[src/rtl/trap_ctrl_pkg.sv]
// trap_ctrl_pkg: shared trap encodings and controller state encoding.
//   Exception codes are the shared encodings used by the commit stage and the
//   CSR file; EXCEPTION_NONE and the trap_ctrl states sit alongside them.
//   No ports (package).
package trap_ctrl_pkg;

  localparam int CODE_W = 6;
  localparam int CNT_W  = 8;

  localparam logic [CODE_W-1:0] EXCEPTION_NONE         = 6'h00;
  localparam logic [CODE_W-1:0] EXCEPTION_LOAD_FAULT   = 6'h05;
  localparam logic [CODE_W-1:0] EXCEPTION_ILLEGAL_INSN = 6'h12;
  localparam logic [CODE_W-1:0] EXCEPTION_ERET_M       = 6'h18;
  localparam logic [CODE_W-1:0] EXCEPTION_FENCE        = 6'h19;
  localparam logic [CODE_W-1:0] EXCEPTION_INTERRUPT    = 6'h20;

  typedef enum logic [2:0] {
    ST_IDLE  = 3'd0,
    ST_DRAIN = 3'd1,
    ST_ISSUE = 3'd2,
    ST_HOLD  = 3'd3,
    ST_SLEEP = 3'd4
  } trap_state_e;

endpackage

[src/rtl/trap_ctrl_if.sv]
// trap_ctrl_if: commit-stage / CSR-file side signals of the trap controller.
//   master : commit stage + CSR file (drives requests, consumes trap outputs)
//   slave  : trap_ctrl
//   Requests : exc_valid_i, exc_code_i[5:0], exc_pc_i[31:0], exc_addr_i[31:0],
//              intr_pending_i[31:0], next_pc_i[31:0], pipe_idle_i, wfi_i
//   Outputs  : stall_o, flush_o, exception_o[5:0], exception_pc_o[31:0],
//              exception_addr_o[31:0], busy_o
interface trap_ctrl_if;
  logic        exc_valid_i;
  logic [5:0]  exc_code_i;
  logic [31:0] exc_pc_i;
  logic [31:0] exc_addr_i;
  logic [31:0] intr_pending_i;
  logic [31:0] next_pc_i;
  logic        pipe_idle_i;
  logic        wfi_i;
  logic        stall_o;
  logic        flush_o;
  logic [5:0]  exception_o;
  logic [31:0] exception_pc_o;
  logic [31:0] exception_addr_o;
  logic        busy_o;

  modport master (
    output exc_valid_i, exc_code_i, exc_pc_i, exc_addr_i, intr_pending_i,
           next_pc_i, pipe_idle_i, wfi_i,
    input  stall_o, flush_o, exception_o, exception_pc_o, exception_addr_o, busy_o
  );

  modport slave (
    input  exc_valid_i, exc_code_i, exc_pc_i, exc_addr_i, intr_pending_i,
           next_pc_i, pipe_idle_i, wfi_i,
    output stall_o, flush_o, exception_o, exception_pc_o, exception_addr_o, busy_o
  );
endinterface

[src/rtl/trap_ctrl_cnt.sv]
// trap_ctrl_cnt: loadable up/down counter shared by the DRAIN and HOLD phases.
//   clk_i, rstn_i        : clock, asynchronous active-low reset
//   load_i, load_val_i   : synchronous load (highest priority)
//   inc_i, dec_i         : increment / decrement (inc wins over dec)
//   cnt_o                : current count
module trap_ctrl_cnt #(
  parameter int W = 8
) (
  input  logic         clk_i,
  input  logic         rstn_i,
  input  logic         load_i,
  input  logic [W-1:0] load_val_i,
  input  logic         inc_i,
  input  logic         dec_i,
  output logic [W-1:0] cnt_o
);

  always_ff @(posedge clk_i or negedge rstn_i) begin
    if (!rstn_i) begin
      cnt_o <= '0;
    end else if (load_i) begin
      cnt_o <= load_val_i;
    end else if (inc_i) begin
      cnt_o <= cnt_o + 1'b1;
    end else if (dec_i) begin
      cnt_o <= cnt_o - 1'b1;
    end
  end

endmodule

[src/rtl/trap_ctrl.sv]
// trap_ctrl: sequences exceptions, interrupts, MRET and FENCE into the CSR file.
//   Captures one request, stalls the front end, waits for the pipeline to
//   drain (bounded by DRAIN_MAX), issues code/PC/address with flush for one
//   cycle, then holds off new requests for HOLDOFF cycles.
//   clk_i, rstn_i : clock, asynchronous active-low reset
//   bus (slave)   : request inputs from commit stage, trap outputs to CSR file
//   Optional macro TRAP_CTRL_WFI_EN: wfi_i puts the controller in SLEEP until
//   an interrupt is pending; without it wfi_i is ignored.
//
//   state | meaning
//   IDLE  | accepting requests, outputs quiet
//   DRAIN | request captured, front end stalled, waiting for pipe_idle_i
//   ISSUE | one cycle: code/PC/addr to CSR file, flush asserted
//   HOLD  | settle period of HOLDOFF cycles before returning to IDLE
//   SLEEP | WFI wait for a pending interrupt (TRAP_CTRL_WFI_EN only)
module trap_ctrl
  import trap_ctrl_pkg::*;
#(
  parameter int HOLDOFF   = 2,
  parameter int DRAIN_MAX = 64
) (
  input  logic       clk_i,
  input  logic       rstn_i,
  trap_ctrl_if.slave bus
);

  localparam logic [CNT_W-1:0] DRAIN_LAST = CNT_W'(DRAIN_MAX - 1);
  localparam logic [CNT_W-1:0] HOLD_LOAD  = CNT_W'(HOLDOFF - 1);

  trap_state_e       state_q;
  logic [CODE_W-1:0] cap_code_q;
  logic [31:0]       cap_pc_q;
  logic [31:0]       cap_addr_q;
  logic              cap_intr_q;
  logic              stall_q;
  logic              flush_q;
  logic              busy_q;
  logic [CODE_W-1:0] exc_q;
  logic [31:0]       exc_pc_q;
  logic [31:0]       exc_addr_q;

  logic             intr_any;
  logic             drain_done;
  logic             cnt_load;
  logic [CNT_W-1:0] cnt_load_val;
  logic             cnt_inc;
  logic             cnt_dec;
  logic [CNT_W-1:0] cnt;

  assign intr_any   = |bus.intr_pending_i;
  assign drain_done = bus.pipe_idle_i || (cnt == DRAIN_LAST);

  // Counter parks at 0 outside DRAIN/HOLD so every DRAIN starts from zero.
  always_comb begin
    cnt_load     = 1'b0;
    cnt_load_val = '0;
    cnt_inc      = 1'b0;
    cnt_dec      = 1'b0;
    case (state_q)
      ST_DRAIN: cnt_inc = !drain_done;
      ST_ISSUE: begin
        cnt_load     = 1'b1;
        cnt_load_val = HOLD_LOAD;
      end
      ST_HOLD:  cnt_dec = (cnt != '0);
      default:  cnt_load = 1'b1;
    endcase
  end

  trap_ctrl_cnt #(.W(CNT_W)) u_cnt (
    .clk_i      (clk_i),
    .rstn_i     (rstn_i),
    .load_i     (cnt_load),
    .load_val_i (cnt_load_val),
    .inc_i      (cnt_inc),
    .dec_i      (cnt_dec),
    .cnt_o      (cnt)
  );

  always_ff @(posedge clk_i or negedge rstn_i) begin
    if (!rstn_i) begin
      state_q    <= ST_IDLE;
      cap_code_q <= EXCEPTION_NONE;
      cap_pc_q   <= '0;
      cap_addr_q <= '0;
      cap_intr_q <= 1'b0;
      stall_q    <= 1'b0;
      flush_q    <= 1'b0;
      busy_q     <= 1'b0;
      exc_q      <= EXCEPTION_NONE;
      exc_pc_q   <= '0;
      exc_addr_q <= '0;
    end else begin
      case (state_q)
        ST_IDLE: begin
          // A synchronous exception wins; a coincident interrupt stays
          // pending and is picked up again once the sequence finishes.
          if (bus.exc_valid_i) begin
            cap_code_q <= bus.exc_code_i;
            cap_pc_q   <= bus.exc_pc_i;
            cap_addr_q <= bus.exc_addr_i;
            cap_intr_q <= 1'b0;
            state_q    <= ST_DRAIN;
            stall_q    <= 1'b1;
            busy_q     <= 1'b1;
          end else if (intr_any) begin
            cap_code_q <= EXCEPTION_INTERRUPT;
            cap_pc_q   <= bus.next_pc_i;
            cap_addr_q <= '0;
            cap_intr_q <= 1'b1;
            state_q    <= ST_DRAIN;
            stall_q    <= 1'b1;
            busy_q     <= 1'b1;
          end
`ifdef TRAP_CTRL_WFI_EN
          else if (bus.wfi_i) begin
            state_q <= ST_SLEEP;
            stall_q <= 1'b1;
            busy_q  <= 1'b1;
          end
`endif
        end
        ST_DRAIN: begin
          if (drain_done) begin
            // An interrupt that vanished while draining is dropped silently.
            if (cap_intr_q && !intr_any) begin
              state_q <= ST_IDLE;
              stall_q <= 1'b0;
              busy_q  <= 1'b0;
            end else begin
              state_q    <= ST_ISSUE;
              flush_q    <= 1'b1;
              exc_q      <= cap_code_q;
              exc_pc_q   <= cap_pc_q;
              exc_addr_q <= cap_addr_q;
            end
          end
        end
        ST_ISSUE: begin
          state_q <= ST_HOLD;
          flush_q <= 1'b0;
          exc_q   <= EXCEPTION_NONE;
        end
        ST_HOLD: begin
          if (cnt == '0) begin
            state_q <= ST_IDLE;
            stall_q <= 1'b0;
            busy_q  <= 1'b0;
          end
        end
`ifdef TRAP_CTRL_WFI_EN
        ST_SLEEP: begin
          if (intr_any) begin
            cap_code_q <= EXCEPTION_INTERRUPT;
            cap_pc_q   <= bus.next_pc_i;
            cap_addr_q <= '0;
            cap_intr_q <= 1'b1;
            state_q    <= ST_DRAIN;
          end
        end
`endif
        default: begin
          state_q <= ST_IDLE;
          stall_q <= 1'b0;
          flush_q <= 1'b0;
          busy_q  <= 1'b0;
          exc_q   <= EXCEPTION_NONE;
        end
      endcase
    end
  end

`ifndef TRAP_CTRL_WFI_EN
  logic unused_wfi;
  assign unused_wfi = bus.wfi_i;
`endif

  assign bus.stall_o          = stall_q;
  assign bus.flush_o          = flush_q;
  assign bus.busy_o           = busy_q;
  assign bus.exception_o      = exc_q;
  assign bus.exception_pc_o   = exc_pc_q;
  assign bus.exception_addr_o = exc_addr_q;

endmodule

[src/flat_wrapper.sv]
// flat-port wrapper written by rule: the top's interface ports become plain ports
module trap_ctrl_flat import trap_ctrl_pkg::*;
#(
  parameter int HOLDOFF   = 2,
  parameter int DRAIN_MAX = 64
)
  (clk_i, rstn_i, bus_exc_valid_i, bus_exc_code_i, bus_exc_pc_i, bus_exc_addr_i, bus_intr_pending_i, bus_next_pc_i, bus_pipe_idle_i, bus_wfi_i, bus_stall_o, bus_flush_o, bus_exception_o, bus_exception_pc_o, bus_exception_addr_o, bus_busy_o);
  trap_ctrl_if bus_i ();
  input  logic clk_i;
  input  logic rstn_i;
  input wire logic [$bits(bus_i.exc_valid_i)-1:0] bus_exc_valid_i;
  input wire logic [$bits(bus_i.exc_code_i)-1:0] bus_exc_code_i;
  input wire logic [$bits(bus_i.exc_pc_i)-1:0] bus_exc_pc_i;
  input wire logic [$bits(bus_i.exc_addr_i)-1:0] bus_exc_addr_i;
  input wire logic [$bits(bus_i.intr_pending_i)-1:0] bus_intr_pending_i;
  input wire logic [$bits(bus_i.next_pc_i)-1:0] bus_next_pc_i;
  input wire logic [$bits(bus_i.pipe_idle_i)-1:0] bus_pipe_idle_i;
  input wire logic [$bits(bus_i.wfi_i)-1:0] bus_wfi_i;
  output wire logic [$bits(bus_i.stall_o)-1:0] bus_stall_o;
  output wire logic [$bits(bus_i.flush_o)-1:0] bus_flush_o;
  output wire logic [$bits(bus_i.exception_o)-1:0] bus_exception_o;
  output wire logic [$bits(bus_i.exception_pc_o)-1:0] bus_exception_pc_o;
  output wire logic [$bits(bus_i.exception_addr_o)-1:0] bus_exception_addr_o;
  output wire logic [$bits(bus_i.busy_o)-1:0] bus_busy_o;
  assign bus_i.exc_valid_i = bus_exc_valid_i;
  assign bus_i.exc_code_i = bus_exc_code_i;
  assign bus_i.exc_pc_i = bus_exc_pc_i;
  assign bus_i.exc_addr_i = bus_exc_addr_i;
  assign bus_i.intr_pending_i = bus_intr_pending_i;
  assign bus_i.next_pc_i = bus_next_pc_i;
  assign bus_i.pipe_idle_i = bus_pipe_idle_i;
  assign bus_i.wfi_i = bus_wfi_i;
  assign bus_stall_o = bus_i.stall_o;
  assign bus_flush_o = bus_i.flush_o;
  assign bus_exception_o = bus_i.exception_o;
  assign bus_exception_pc_o = bus_i.exception_pc_o;
  assign bus_exception_addr_o = bus_i.exception_addr_o;
  assign bus_busy_o = bus_i.busy_o;
  trap_ctrl #(.HOLDOFF(HOLDOFF), .DRAIN_MAX(DRAIN_MAX)) u_core (.clk_i(clk_i), .rstn_i(rstn_i), .bus(bus_i));
endmodule
[config.mk]
export PLATFORM = sky130hd
export DESIGN_NAME = trap_ctrl_flat
export DESIGN_NICKNAME = d
export VERILOG_FILES = /design/src/rtl/trap_ctrl_pkg.sv /design/src/rtl/trap_ctrl_if.sv /design/src/rtl/trap_ctrl_cnt.sv /design/src/rtl/trap_ctrl.sv /design/src/flat_wrapper.sv
export SDC_FILE = /design/constraint.sdc
export NUM_CORES = 1
export LEC_CHECK = 0
export CORE_MARGIN = 8
export CORE_UTILIZATION = 25
export DETAILED_ROUTE_END_ITERATION = 10
export PLACE_DENSITY_LB_ADDON = 0.1
export SLEW_MARGIN = 0
export SYNTH_ARGS = -nofsm -noshare
export SYNTH_HDL_FRONTEND = slang
export SYNTH_SLANG_ARGS = --single-unit
[constraint.sdc]
create_clock -name clk_i -period 5.1 [get_ports clk_i]
set_input_delay 0.51 -clock clk_i [delete_from_list [all_inputs] [get_ports clk_i]]
set_output_delay 0.51 -clock clk_i [all_outputs]
set_load 0.005 [all_outputs]
==> results.md <==
* Antenna Nets Post-Route at 0
* PD cells at 562.7 nW/um^2
* Die width at 176.4 microns
* DP Area at 8876 sq um
* Worst hold path type: input pin to async pin
* Worst setup margin at 2.073 ns
* DP Worst Slack at 1.774 ns
* RSZ-0062 raised after global routing: no
* Clk sinks at 153
* Worst Tran Pin Value at 1.019 ns
* Fill cells at 2477
* Status: completed
* Post-synth top flop: dfrtp_1
* Cts hold-fix bufs at 0
* Synth Cell Area at 6435 sq um
* Setup TNS at 0 ns
* Antenna fix cells at 0
* CP endpoint kind: register
* Die area at 31130 sq um
* Synth area leader: dfrtp_1
* CP required at 5.43 ns
* Layout cells sized above 1 at 8.592%
* Seq pwr share at 38.4%
* Combinational power share at 38.0%
* Syn Nets at 640
* Avg WL per Cell at 17.68 microns
* Via count at 4661
* EDFF count, synth at 0
* Clk buf depth at 2
* Clk Latency, worst-skew pair at 0.42 ns
* Top cells by area, synth: dfrtp_1, mux2_1, a22o_1, mux2i_1, nand2_1
* Critical path's most frequent cell: ha_1
* Setup Skew at 0.01190 ns
* DR vias/cell at 4.482
* # rows at 58
* Core Box Area at 25250 sq um
* Initial antenna violation count at 0
* Final WL at 18390 microns
* Cell variety after synth at 52
* Layout area overhead at 47.17%
* Switch share at 33.02%
* Worst r2r src: u_core.state_q[1]
* Commonest cells in the netlist: dfrtp_1, mux2_1, a22o_1
* Port Buf Inserts at 210
* GRT Util Overall at 12.14%
* Initial Util at 25.48%
* # DRC at 0
* Largest net degree at the start of global routing at 111
* Part of the Yosys area used for sequential elements at 59.50%
* P_int at 3.569 mW
* Slowest cell on crit path: o41ai_1
* Design Area, Final at 9470 sq um
* CTS Buf Count at 17
* Critical path's largest stage delay at 0.57 ns
* CP cell instances: inv_1 -> ha_1 -> nand2b_1 -> a41o_4 -> ha_1 -> a21oi_1 -> o211ai_1 -> o41ai_1 -> mux2i_1 -> a2bb2oi_1
* Worst VDD drop at 0.2442 mV
* Synth top area share at 59.50%
* Ys Warns at 0
* Fin crit share at 59.35%
* Overflow after GRT at 0
* Reg clk slew, reported paths at 0.07 ns
* DIE HEIGHT at 176.4 microns
* Final setup viols at 0
* Hold slack at 0.2285 ns
* First-pass GRT wire length at 29780 microns
* Clock Tree Root: clkbuf_16
* Slew margin rel. at 32.07%
* CP Launch Type: register
* DRT met1 WL at 7410 microns
* Fmax at 330.4 MHz
* Arrival @ worst endpoint at 3.36 ns
* Hpwl dp at 13430 microns
* Buf+Inv Stages, Crit Path at 1
* Top sig layer: met4
* Most common cell in the netlist: dfrtp_1
* CP Class: register to register
* Met3 Routed Length at 1235 microns
* Final hold viol count at 0
* Post-layout nets at 847
* P_leak at 4.190 nW
* CP top delay family: compound AO/OA/AOI/OAI gates
* Crit. Startpoint: u_core.state_q[1]
* Min cycle time layout at 3.027 ns
* Drt first-iter violations at 148
* Clk pwr share at 23.6%
* CTS tree: yes
* Total power at 5.329 mW
* Post-CTS setup buffers at 0
* H-tree levels at 4
* Max-cap violations at 0
* Met2 WL at 9585 microns
* Resized Gates After CTS at 0
* Post-Syn Area per Cell at 13.13 sq um
* Vias in the first global route at 5236
* NetSw at 1.760 mW
* Max Slew Vio Count at 0
* #FFs+latches synth at 153
* GP Congestion at 0.7200
* Post-Syn Instances at 490
* Asr flop ratio synth at 100.0%
* Critical Path Fanout Max at 10
* Drt pass-1 iters at 4
* Top Ports at 212
## per-layer routing
metal / up-vias / global-route usage (%)
met5: - / 0
met4: 0 / 3.222
met3: 9 / 4.379
met2: 103 / 21.41
met1: 2337 / 13.65
li1: 2212 / -
## power groups by stage
| stage | clock (mW) | combinational [mW] | sequential (mW) |
|---|---|---|---|
| 2_1_floorplan | 0 | 1.15 | 2.02 |
| 3_3_place_gp | 0 | 2.04 | 2.04 |
| 3_5_place_dp | 0 | 2.08 | 2.07 |
| 4_1_cts | 1.31 | 2.09 | 2.05 |
| 5_1_grt | 1.37 | 2.26 | 2.13 |
| 6_report | 1.26 | 2.02 | 2.05 |
## stage by stage
step / util [%] / instances
floorplan: - / 490
global placement: 35.15 / 1008
finish: 37.50 / 1040
detailed placement: 35.15 / 1008
CTS: 37.50 / 1040
global route: 37.50 / 1040
## cell usage in the layout, fill, tap and decap left out, drive strengths merged, types with 4 or more instances in the layout
master         Yosys  routed
a21oi              5       5
a22o              45      45
buf               17       8
clkbuf            11      18
clkdlybuf4s50      0     208
clkinv             0       5
dfrtp            153     153
ha                10      10
inv               12      20
mux2              64      64
mux2i             34      34
nand2             37      37
nor2               7       7
nor3               4       4
nor4              10      10
o21a               4       4
o21ai             35      35
## flip-flops by register name, indices dropped and copies added, names as in the netlist
name and cells:
u_core.bus.exception_pc_o 32, u_core.cap_intr_q 1, u_core.state_q 2, u_core.bus.flush_o 1, u_core.u_cnt.cnt_o 8, u_core.bus.exception_o 6
u_core.cap_code_q 6, u_core.cap_addr_q 32, u_core.bus.exception_addr_o 32, u_core.bus.stall_o 1, u_core.cap_pc_q 32
## worst paths after layout
path | endpoint | slack [ns] | cells past startpoint
max reg2reg | u_core.u_cnt.cnt_o[7] | 2.07 | 10
max | u_core.u_cnt.cnt_o[7] | 2.07 | 10
max in group asynchronous | u_core.bus.exception_o[5] | 3.64 | 2
min reg2reg | u_core.cap_pc_q[26] | 0.48 | 2
min | u_core.bus.exception_addr_o[3] | 0.23 | 1
min in group clk_i | u_core.cap_pc_q[26] | 0.48 | 2
## final cells by class
cell class,instances,area [sq um],share of cell area [%]
inverters,12,47.55,0.5020
clock inverters,14,155.1,1.638
flip-flops and latches,153,3829,40.43
clock buffers,18,439.2,4.637
well taps,330,412.9,4.360
repair buffers,216,2143,22.63
multi-input cells,297,2444,25.80
## kinds of logic after synthesis
kind of cell,share of synthesized area (%)
AOI/OAI and AO/OA,12.62
xor gates and xnor gates,0.2723
adders and majority gates,2.256
buffers and inverters,3.033
DFF,59.50
muxes,16.49
and+or+nand+nor,5.833
Note: power is estimated with default switching activity, not from simulation.
